--- config.mk ---
export PLATFORM = sky130hd
export DESIGN_NAME = cam_nn_rgb_packer
export DESIGN_NICKNAME = d
export VERILOG_FILES = /design/src/rtl/cam_nn_rgb_packer.sv
export SDC_FILE = /design/constraint.sdc
export NUM_CORES = 1
export LEC_CHECK = 0
export BUFFER_PORTS_ARGS = -buffer_cell sky130_fd_sc_hd__buf_4
export CORE_ASPECT_RATIO = 0.8
export CORE_MARGIN = 5
export CORE_UTILIZATION = 57
export DETAILED_ROUTE_END_ITERATION = 10
export PLACE_DENSITY = 0.77
export SLEW_MARGIN = 20
export SYNTH_ARGS = -nofsm -noshare
export SYNTH_HDL_FRONTEND = slang
export SYNTH_SLANG_ARGS = --single-unit
--- constraint.sdc ---
create_clock -name clk -period 3.25 [get_ports clk]
set_input_delay 0.1625 -clock clk [delete_from_list [all_inputs] [get_ports clk]]
set_output_delay 0.1625 -clock clk [all_outputs]
set_load 0.01 [all_outputs]
--- src/rtl/cam_nn_rgb_packer.sv ---
// cam_nn_rgb_packer
//
// Packs the 2-pixel-per-clock RGB stream from the 2x nearest-neighbour
// scale-down stage into 32-bit little-endian words for the NN input DMA.
// Each input beat carries 6 bytes. A 16-byte accumulator (the gearbox)
// turns them into 4-byte words, and a word FIFO absorbs the bursty input.
//
// Optional feature macro: CAM_NN_PACKER_BGR_EN
//   defined   : per-beat byte order B0,G0,R0,B1,G1,R1
//   undefined : per-beat byte order R0,G0,B0,R1,G1,B1
//
// Ports
//   clk, rst_n          pixel clock, asynchronous active-low reset
//   in_frame_start      one-cycle frame start pulse (may coincide with a beat)
//   in_red/green/blue   pixel0 in [P_DEPTH-1:0], pixel1 in the upper half
//   in_valid            beat qualifier; no backpressure toward the scaler
//   out_data/out_last   packed word and end-of-frame marker
//   out_valid/out_ready output stream handshake
//   stat_overflow       sticky: a word was dropped (FIFO full) or a beat was dropped (accumulator overrun)
//   stat_sync_err       sticky: in_frame_start discarded a partial frame
//   stat_level          registered FIFO occupancy
//
// Output handshake: a word transfers on a rising edge where out_valid and
// out_ready are both high. While out_valid is high and out_ready is low,
// out_data/out_last hold. out_valid only drops after a transfer.
module cam_nn_rgb_packer #(
  parameter int P_DEPTH     = 8,     // only 8 is supported
  parameter int FRAME_BEATS = 4608,  // even, >= 2
  parameter int FIFO_DEPTH  = 16     // power of two, >= 4
) (
  input  logic                          clk,
  input  logic                          rst_n,
  input  logic                          in_frame_start,
  input  logic [2*P_DEPTH-1:0]          in_red,
  input  logic [2*P_DEPTH-1:0]          in_green,
  input  logic [2*P_DEPTH-1:0]          in_blue,
  input  logic                          in_valid,
  output logic [31:0]                   out_data,
  output logic                          out_last,
  output logic                          out_valid,
  input  logic                          out_ready,
  output logic                          stat_overflow,
  output logic                          stat_sync_err,
  output logic [$clog2(FIFO_DEPTH):0]   stat_level
);

  localparam int ACC_BITS = 128;
  localparam int PTR_W    = $clog2(FIFO_DEPTH);
  localparam int LVL_W    = PTR_W + 1;
  localparam int BC_W     = $clog2(FRAME_BEATS + 1);

  // Gearbox state. last_mask_q marks the byte that closes a frame, so the
  // end-of-frame flag rides along with the data through the byte shifts.
  logic [ACC_BITS-1:0] acc_q, acc_d;
  logic [15:0]         last_mask_q, mask_d;
  logic [4:0]          acc_cnt_q, cnt_d;
  logic [BC_W-1:0]     beat_cnt_q, beat_cnt_d;

  logic [ACC_BITS-1:0] rem_data;
  logic [15:0]         rem_mask;
  logic [4:0]          rem_cnt;
  logic [BC_W-1:0]     beat_base;
  logic [6*P_DEPTH-1:0] beat_bytes;

  logic        gb_push;
  logic [32:0] push_word;
  logic        beat_take;
  logic        beat_overrun;
  logic        beat_is_last;
  logic        sync_err_set;

  // FIFO state
  logic [32:0]      fifo_mem [FIFO_DEPTH];
  logic [PTR_W-1:0] wr_ptr_q, rd_ptr_q;
  logic [LVL_W-1:0] level_q, level_d;
  logic             fifo_full, fifo_pop, fifo_wr, fifo_drop;

  // Beat bytes, byte0 in the least significant position.
`ifdef CAM_NN_PACKER_BGR_EN
  assign beat_bytes = {in_red[2*P_DEPTH-1:P_DEPTH], in_green[2*P_DEPTH-1:P_DEPTH],
                       in_blue[2*P_DEPTH-1:P_DEPTH], in_red[P_DEPTH-1:0],
                       in_green[P_DEPTH-1:0], in_blue[P_DEPTH-1:0]};
`else
  assign beat_bytes = {in_blue[2*P_DEPTH-1:P_DEPTH], in_green[2*P_DEPTH-1:P_DEPTH],
                       in_red[2*P_DEPTH-1:P_DEPTH], in_blue[P_DEPTH-1:0],
                       in_green[P_DEPTH-1:0], in_red[P_DEPTH-1:0]};
`endif

  assign sync_err_set = in_frame_start && ((acc_cnt_q != 5'd0) || (beat_cnt_q != '0));

  always_comb begin
    // A frame start throws away whatever the accumulator holds, including
    // any complete word that would otherwise be pushed this cycle.
    gb_push   = (acc_cnt_q >= 5'd4) && !in_frame_start;
    push_word = {|last_mask_q[3:0], acc_q[31:0]};

    if (in_frame_start) begin
      rem_data  = '0;
      rem_mask  = '0;
      rem_cnt   = '0;
      beat_base = '0;
    end else if (gb_push) begin
      rem_data  = acc_q >> 32;
      rem_mask  = last_mask_q >> 4;
      rem_cnt   = acc_cnt_q - 5'd4;
      beat_base = beat_cnt_q;
    end else begin
      rem_data  = acc_q;
      rem_mask  = last_mask_q;
      rem_cnt   = acc_cnt_q;
      beat_base = beat_cnt_q;
    end

    // 6 more bytes fit only while 10 or fewer remain after the push.
    beat_take    = in_valid && (rem_cnt <= 5'd10);
    beat_overrun = in_valid && (rem_cnt > 5'd10);
    beat_is_last = beat_take && (beat_base == BC_W'(FRAME_BEATS - 1));

    acc_d      = rem_data;
    mask_d     = rem_mask;
    cnt_d      = rem_cnt;
    beat_cnt_d = beat_base;
    if (beat_take) begin
      acc_d      = rem_data | (ACC_BITS'(beat_bytes) << {rem_cnt, 3'b000});
      cnt_d      = rem_cnt + 5'd6;
      beat_cnt_d = beat_is_last ? '0 : beat_base + BC_W'(1);
      // Byte 5 of the closing beat carries the end-of-frame mark.
      if (beat_is_last) mask_d = rem_mask | (16'h0020 << rem_cnt);
    end
  end

  always_ff @(posedge clk or negedge rst_n) begin
    if (!rst_n) begin
      acc_q       <= '0;
      last_mask_q <= '0;
      acc_cnt_q   <= '0;
      beat_cnt_q  <= '0;
    end else begin
      acc_q       <= acc_d;
      last_mask_q <= mask_d;
      acc_cnt_q   <= cnt_d;
      beat_cnt_q  <= beat_cnt_d;
    end
  end

  // FIFO: a push while full is accepted only if a pop frees a slot in the
  // same cycle; otherwise the word is lost but the gearbox still consumes it.
  assign fifo_full = (level_q == LVL_W'(FIFO_DEPTH));
  assign fifo_pop  = out_valid && out_ready;
  assign fifo_wr   = gb_push && (!fifo_full || fifo_pop);
  assign fifo_drop = gb_push && fifo_full && !fifo_pop;

  always_comb begin
    level_d = level_q;
    if (fifo_wr && !fifo_pop)      level_d = level_q + LVL_W'(1);
    else if (!fifo_wr && fifo_pop) level_d = level_q - LVL_W'(1);
  end

  always_ff @(posedge clk or negedge rst_n) begin
    if (!rst_n) begin
      for (int i = 0; i < FIFO_DEPTH; i++) fifo_mem[i] <= '0;
      wr_ptr_q <= '0;
      rd_ptr_q <= '0;
      level_q  <= '0;
    end else begin
      if (fifo_wr) begin
        fifo_mem[wr_ptr_q] <= push_word;
        wr_ptr_q           <= wr_ptr_q + PTR_W'(1);
      end
      if (fifo_pop) rd_ptr_q <= rd_ptr_q + PTR_W'(1);
      level_q <= level_d;
    end
  end

  always_ff @(posedge clk or negedge rst_n) begin
    if (!rst_n) begin
      stat_overflow <= 1'b0;
      stat_sync_err <= 1'b0;
    end else begin
      stat_overflow <= stat_overflow | beat_overrun | fifo_drop;
      stat_sync_err <= stat_sync_err | sync_err_set;
    end
  end

  // Head of FIFO drives the output directly; it cannot change until popped.
  assign out_valid  = (level_q != '0);
  assign out_data   = fifo_mem[rd_ptr_q][31:0];
  assign out_last   = fifo_mem[rd_ptr_q][32];
  assign stat_level = level_q;

endmodule

# Yosys cells after proc, flatten, opt, wreduce, memory -nomap -nowiden
# Index checks and enable logic that the tools add are counted.
# totals
output_inout_bits	41
regBits	705
word_cells	93
# op_classes
order_cmp	6
eq_ne	2
n_addsub	7
bitwise	7
n_shift	2
reduce_logical	23
mux	21
# op_table
cell	count
$bwmux 528	1
$mux 128	3
$bmux 33 s4	1
$demux 33 s4	1
$or 128x128->128	1
$shl 48x8->128	1
$mux 33	3
$mux 16	4
$mux 13	3
$mux 5	5
$or 16x16->16	1
$shl 6x5->16 const A	1
$add 13x1->13 const B	1
$eq 13x13->1 const B	1
$reduce_bool 13->1	1
$logic_and 1x1->1	12
$ge 5x5->1 const B	2
$not 4->5	2
$reduce_bool 5->1	2
$add 4x1->4 const B	2
$add 5x1->5 const B	1
$add 5x3->5 const B	1
$eq 5x5->1 const B	1
$ge 5x3->1 const B	1
other kinds (10)	16

# Logic depth before layout (Yosys ltp)
# logic_depth
depth_word	9
depth_mapped	14
mapped_depth_nobuf	13

# Worst setup path after synthesis
# Ideal clock, no wire load.
# synth_path
kind	register to register
from	register level_q[1] (netlist: stat_level[1])
to	register level_q[4] (netlist: stat_level[4])
stages_incl_launch_ff	13
path_slack_ns	0.098
arrival_ns	3.072
path_buffers	0
required_ns	3.171
setup_ns	0.079
path_cell_list	dfrtp_1 -> or4_1 -> or2_2 -> and2_1 -> inv_1 -> ha_1 -> inv_1 -> ha_1 -> nor2b_1 -> o21a_1 -> or3_1 -> a21oi_1 -> xor2_1
# synth_via
elab_chain_len	7
# synth_lines
item	line	source
from (decl)	75	logic [LVL_W-1:0] level_q, level_d;
from (signal assigned)	171	level_q <= level_d;
$reduce_bool 5->1 *	186	assign out_valid = (level_q != '0);
named net out_valid	40	output logic out_valid,
$logic_and 1x1->1 *	149	assign fifo_pop = out_valid && out_ready;
$logic_or 1x1->1	150	assign fifo_wr = gb_push && (!fifo_full || fifo_pop);
$logic_and 1x1->1	150	
$logic_not 1->1	156	else if (!fifo_wr && fifo_pop) level_d = level_q - LVL_W'(1);
$logic_and 1x1->1	156	
$reduce_bool 2->1 (no source line)	n/a	
# The timed path passes the listed nets; every way through them passes the cells marked *. The select of a mux whose other input is x is not followed.
# A chain may end at the register's enable or synchronous reset.

# Final worst setup path
# layout_path
from	register level_q[1] (netlist: stat_level[1])
to	register level_q[4] (netlist: stat_level[4])
# layout_via
elab_chain_len	7
# layout_lines
item
parallel branches: the longest is 7 deep, another holds $sub 5x1->5
# Several ways; the timed one is not identified. The select of a mux whose other input is x is not followed.

==> flow_metrics.py <==
metrics = {
    "status": {
        "status": "finished clean",
    },
    "drt": {
        "vias_per_cell": 6.503,
        "dr.pass1.iters": 7,
        "vias": 21056,
        "drc_errors": 0,
        "wl_per_cell_um": 26.28,
        "dr.first_iter.drc_count": 2039,
        "drt-total-wl_um": 85110,
        "ant_nets": 0,
    },
    "cells_and_area": {
        "design_area_um2": 38450,
        "area_growth_pct": 12.20,
        "fill_cells": 4177,
        "drive_gt1_share_pct": 42.31,
        "nets": 2473,
        "final_util_pct": 64.57,
    },
    "grt": {
        "grt_pass1_vias": 22181,
        "antenna_found_initial": 0,
        "grtUsageTotal_pct": 26.29,
        "grt_max_degree": 103,
        "gr-total-overflow": 0,
        "grt_pass1_wl_um": 134400,
    },
    "power_and_ir_drop": {
        "swShare_pct": 33.85,
        "p_seq_share_pct": 40.4,
        "clkPwrFrac_pct": 23.0,
        "p_leak_uw": 0.01787,
        "combPwrFrac_pct": 36.6,
        "total_power_uw": 35930,
        "p_int_uw": 23770,
        "p_per_area_nw_per_um2": 934.5,
        "ir_drop_uv": 891.4,
        "p_sw_uw": 12160,
    },
    "hold_path": {
        "hold_end": "acc_q[15]$_DFF_PN0_",
        "holdCritPathClass": "in2reg",
        "min_path_cells": 4,
        "hold_start": "in_green[7]",
    },
    "synthesis": {
        "synth_top_area_cell": "dfrtp_1",
        "avgSynthCellArea_um2": 14.69,
        "synth_fp_nets": 2401,
        "async_flop_share_pct": 100.0,
        "yosys_register_bits": 705,
        "synth_edf_count": 0,
        "synthCells": 2333,
        "ys.flop_type": "dfrtp_1",
        "yosysSeqAreaShare_pct": 51.47,
        "synthTopCellsByArea": "dfrtp_1 51%, mux2_2 15%, mux4_2 12%",
        "synth_cell_types": 71,
        "synth_area_um2": 34270,
        "ys_warn_count": 0,
        "synth_top_area_share_pct": 51.47,
    },
    "sta": {
        "final.setup.tns_ns": 0,
        "finalSetupViolCount": 0,
        "fmax_mhz": 323.3,
        "tightest_slew_ns": 0.9115,
        "hold_ws_ns": 0.03633,
        "slew_viol_final": 0,
        "period_needed_ns": 3.093,
        "fin_crit_sh_pct": 95.17,
        "rsz0062_at_grt": "no",
        "hold_violations": 0,
        "max_slew_margin_pct": 39.23,
        "fin_skew_ns": 0.02537,
    },
    "cts": {
        "cts_tree": "yes",
        "cts_root_buffer": "clkbuf_16",
        "cts_num_sinks": 705,
        "clk_latency_ns": 0.63,
        "path_clk_slew_ns": 0.06,
        "cts_buffers": 71,
        "clock_path_buffers": 3,
        "h-tree-depth": 3,
    },
    "critical_path": {
        "startpoint_type": "flip-flop",
        "r2r_slack_ns": 0.16,
        "r2r-start": "stat_level[1]$_DFFE_PN0P_",
        "crit_slowest_cell": "or4_1",
        "rr_worst_depth": 12,
        "cp_top_family": "simple AND/OR/NAND/NOR gates",
        "critical_path_class": "reg2reg",
        "required_ns": 3.79,
        "r2r_end": "stat_level[4]$_DFFE_PN0P_",
        "slowest_delay_ns": 0.55,
        "cp.arrival_ns": 3.63,
        "path_cells": "or4_1 > or2_2 > and2_1 > inv_2 > ha_4 > inv_1 > ha_1 > nor2b_1 > o21a_1 > or3_1 > a21oi_2 > xor2_1",
        "cp_max_fo": 4,
        "end_kind": "flip-flop",
        "critPathBufInv": 2,
    },
    "floorplanning": {
        "start_util_pct": 57.55,
        "num_rows": 80,
        "core_area_um2": 59560,
        "fp.dieW_um": 284.2,
        "dieArea_um2": 65160,
        "fp.dieH_um": 229.3,
        "io_pins": 94,
    },
    "run": {
        "maxCapViolations": 0,
    },
    "placed_design": {
        "placed_area_um2": 35820,
        "gp_congestion": 0.8938,
        "numPortBuffers": 93,
        "hpwl_um": 52600,
    },
}
[cell families after synthesis]
group	Yosys count	synth area share (%)
adders and majority gates	15	0.5695
and+or+nand+nor	266	4.301
xor gates and xnor gates	18	0.4600
muxes	846	34.26
buffers and inverters	219	3.676
AOI/OAI and AO/OA	264	5.261
DFF	705	51.47
[Yosys cell counts, types with 3 or more instances]
cell / instances
mux4_2: 189
dfrtp_1: 705
nand2b_1: 4
or3_1: 3
a21oi_1: 51
mux2_1: 28
nand4_1: 4
o2bb2ai_1: 20
o21a_1: 5
o21ai_1: 3
nand4b_1: 3
nand3_4: 12
buf_4: 9
buf_6: 38
mux2i_1: 111
nor2b_1: 16
mux2_4: 60
xnor2_1: 12
o21ai_0: 46
clkbuf_1: 103
a221o_1: 16
buf_1: 20
nor2_1: 22
buf_2: 28
o22a_1: 8
a22o_1: 16
inv_1: 12
and2_1: 12
a211o_1: 8
ha_1: 14
nor3_1: 4
nand3_1: 18
o31ai_1: 4
nand2_1: 144
mux2_2: 458
a22oi_1: 16
o22ai_1: 59
buf_8: 6
xor2_1: 6
[through the flow]
stage / setup WS [ns] / instances
6_report: 0.1571 / 3238
4_1_cts: 0.03022 / 3237
2_1_floorplan: 0.09843 / 2333
3_5_place_dp: 0.05452 / 3084
3_3_place_gp: 0.04982 / 3084
5_1_grt: 0.009202 / 3237
[flip-flops by register name (all words and copies together) (netlist names)]
name           count
last_mask_q       16
wr_ptr_q           4
acc_q            128
beat_cnt_q        13
rd_ptr_q           4
stat_overflow      1
acc_cnt_q          5
stat_sync_err      1
stat_level         5
fifo_mem         528
[how the worst max path moves through the flow]
stage | cells after the start | slack [ns] | from | to
2_1_floorplan | 12 | 0.1 | stat_level[1]$_DFFE_PN0P_ | stat_level[4]$_DFFE_PN0P_
3_3_place_gp | 12 | 0.05 | stat_level[1]$_DFFE_PN0P_ | stat_level[4]$_DFFE_PN0P_
3_5_place_dp | 12 | 0.05 | stat_level[1]$_DFFE_PN0P_ | stat_level[4]$_DFFE_PN0P_
4_1_cts | 12 | 0.03 | stat_level[1]$_DFFE_PN0P_ | stat_level[4]$_DFFE_PN0P_
5_1_grt | 12 | 0.009 | stat_level[1]$_DFFE_PN0P_ | stat_level[4]$_DFFE_PN0P_
6_report | 12 | 0.16 | stat_level[1]$_DFFE_PN0P_ | stat_level[4]$_DFFE_PN0P_
[tightest hold or removal path: cells and delay by family]
kind / cells / cell delay (ns)
compound gates: 2 / 0.25
buf+inv: 1 / 0.13
simple gates: 1 / 0.06
[cell type report]
| class | count | area [µm²] | share of cell area, % |
|---|---|---|---|
| diodes | 1 | 2.502 | 0.006507 |
| clock inverters | 24 | 256.5 | 0.6670 |
| well taps | 779 | 974.7 | 2.535 |
| clock buffers | 102 | 2083 | 5.417 |
| flip-flops and latches | 705 | 17650 | 45.90 |
| multi-input cells | 1409 | 15400 | 40.04 |
| repair buffers | 204 | 2034 | 5.291 |
| inverters | 14 | 52.55 | 0.1367 |
[repair_timing]
action | CTS | global route
gates resized for setup | 0 | 4
setup buffers | 4 | 0
hold buffers | 23 | 0
hold endpoints to repair | 101 | 0
endpoints found under the setup margin | 2 | 1
[cells in the final DEF (no fill, tap or decap), types with 35 or more instances in the layout]
cell type and count:
buf_12 35, a21oi_1 50, mux4_2 189, dfrtp_1 701, nand2_1 144, mux2_2 458, o21ai_0 46, clkbuf_16 71
buf_4 145, mux2_4 60, o22ai_1 59, mux2i_1 111
[power groups by stage]
stage	Sequential [µW]	Clock [µW]	Combinational, µW
6_report	14500	8250	13100
4_1_cts	14500	8390	13200
3_3_place_gp	14300	0	12700
2_1_floorplan	13100	0	10200
3_5_place_dp	14700	0	13000
5_1_grt	14900	8760	14000
[metal layers]
metal  vias up  global-route usage, %  part of all wire (%)
met5         -                      0                     0
met4         0                  7.538                   2.6
met3       155                  5.557                   7.3
met2       776                  40.64                    47
met1     11211                  38.32                    43
li1       8914                      -                     -
No activity file was read; power rests on OpenSTA's default activity.
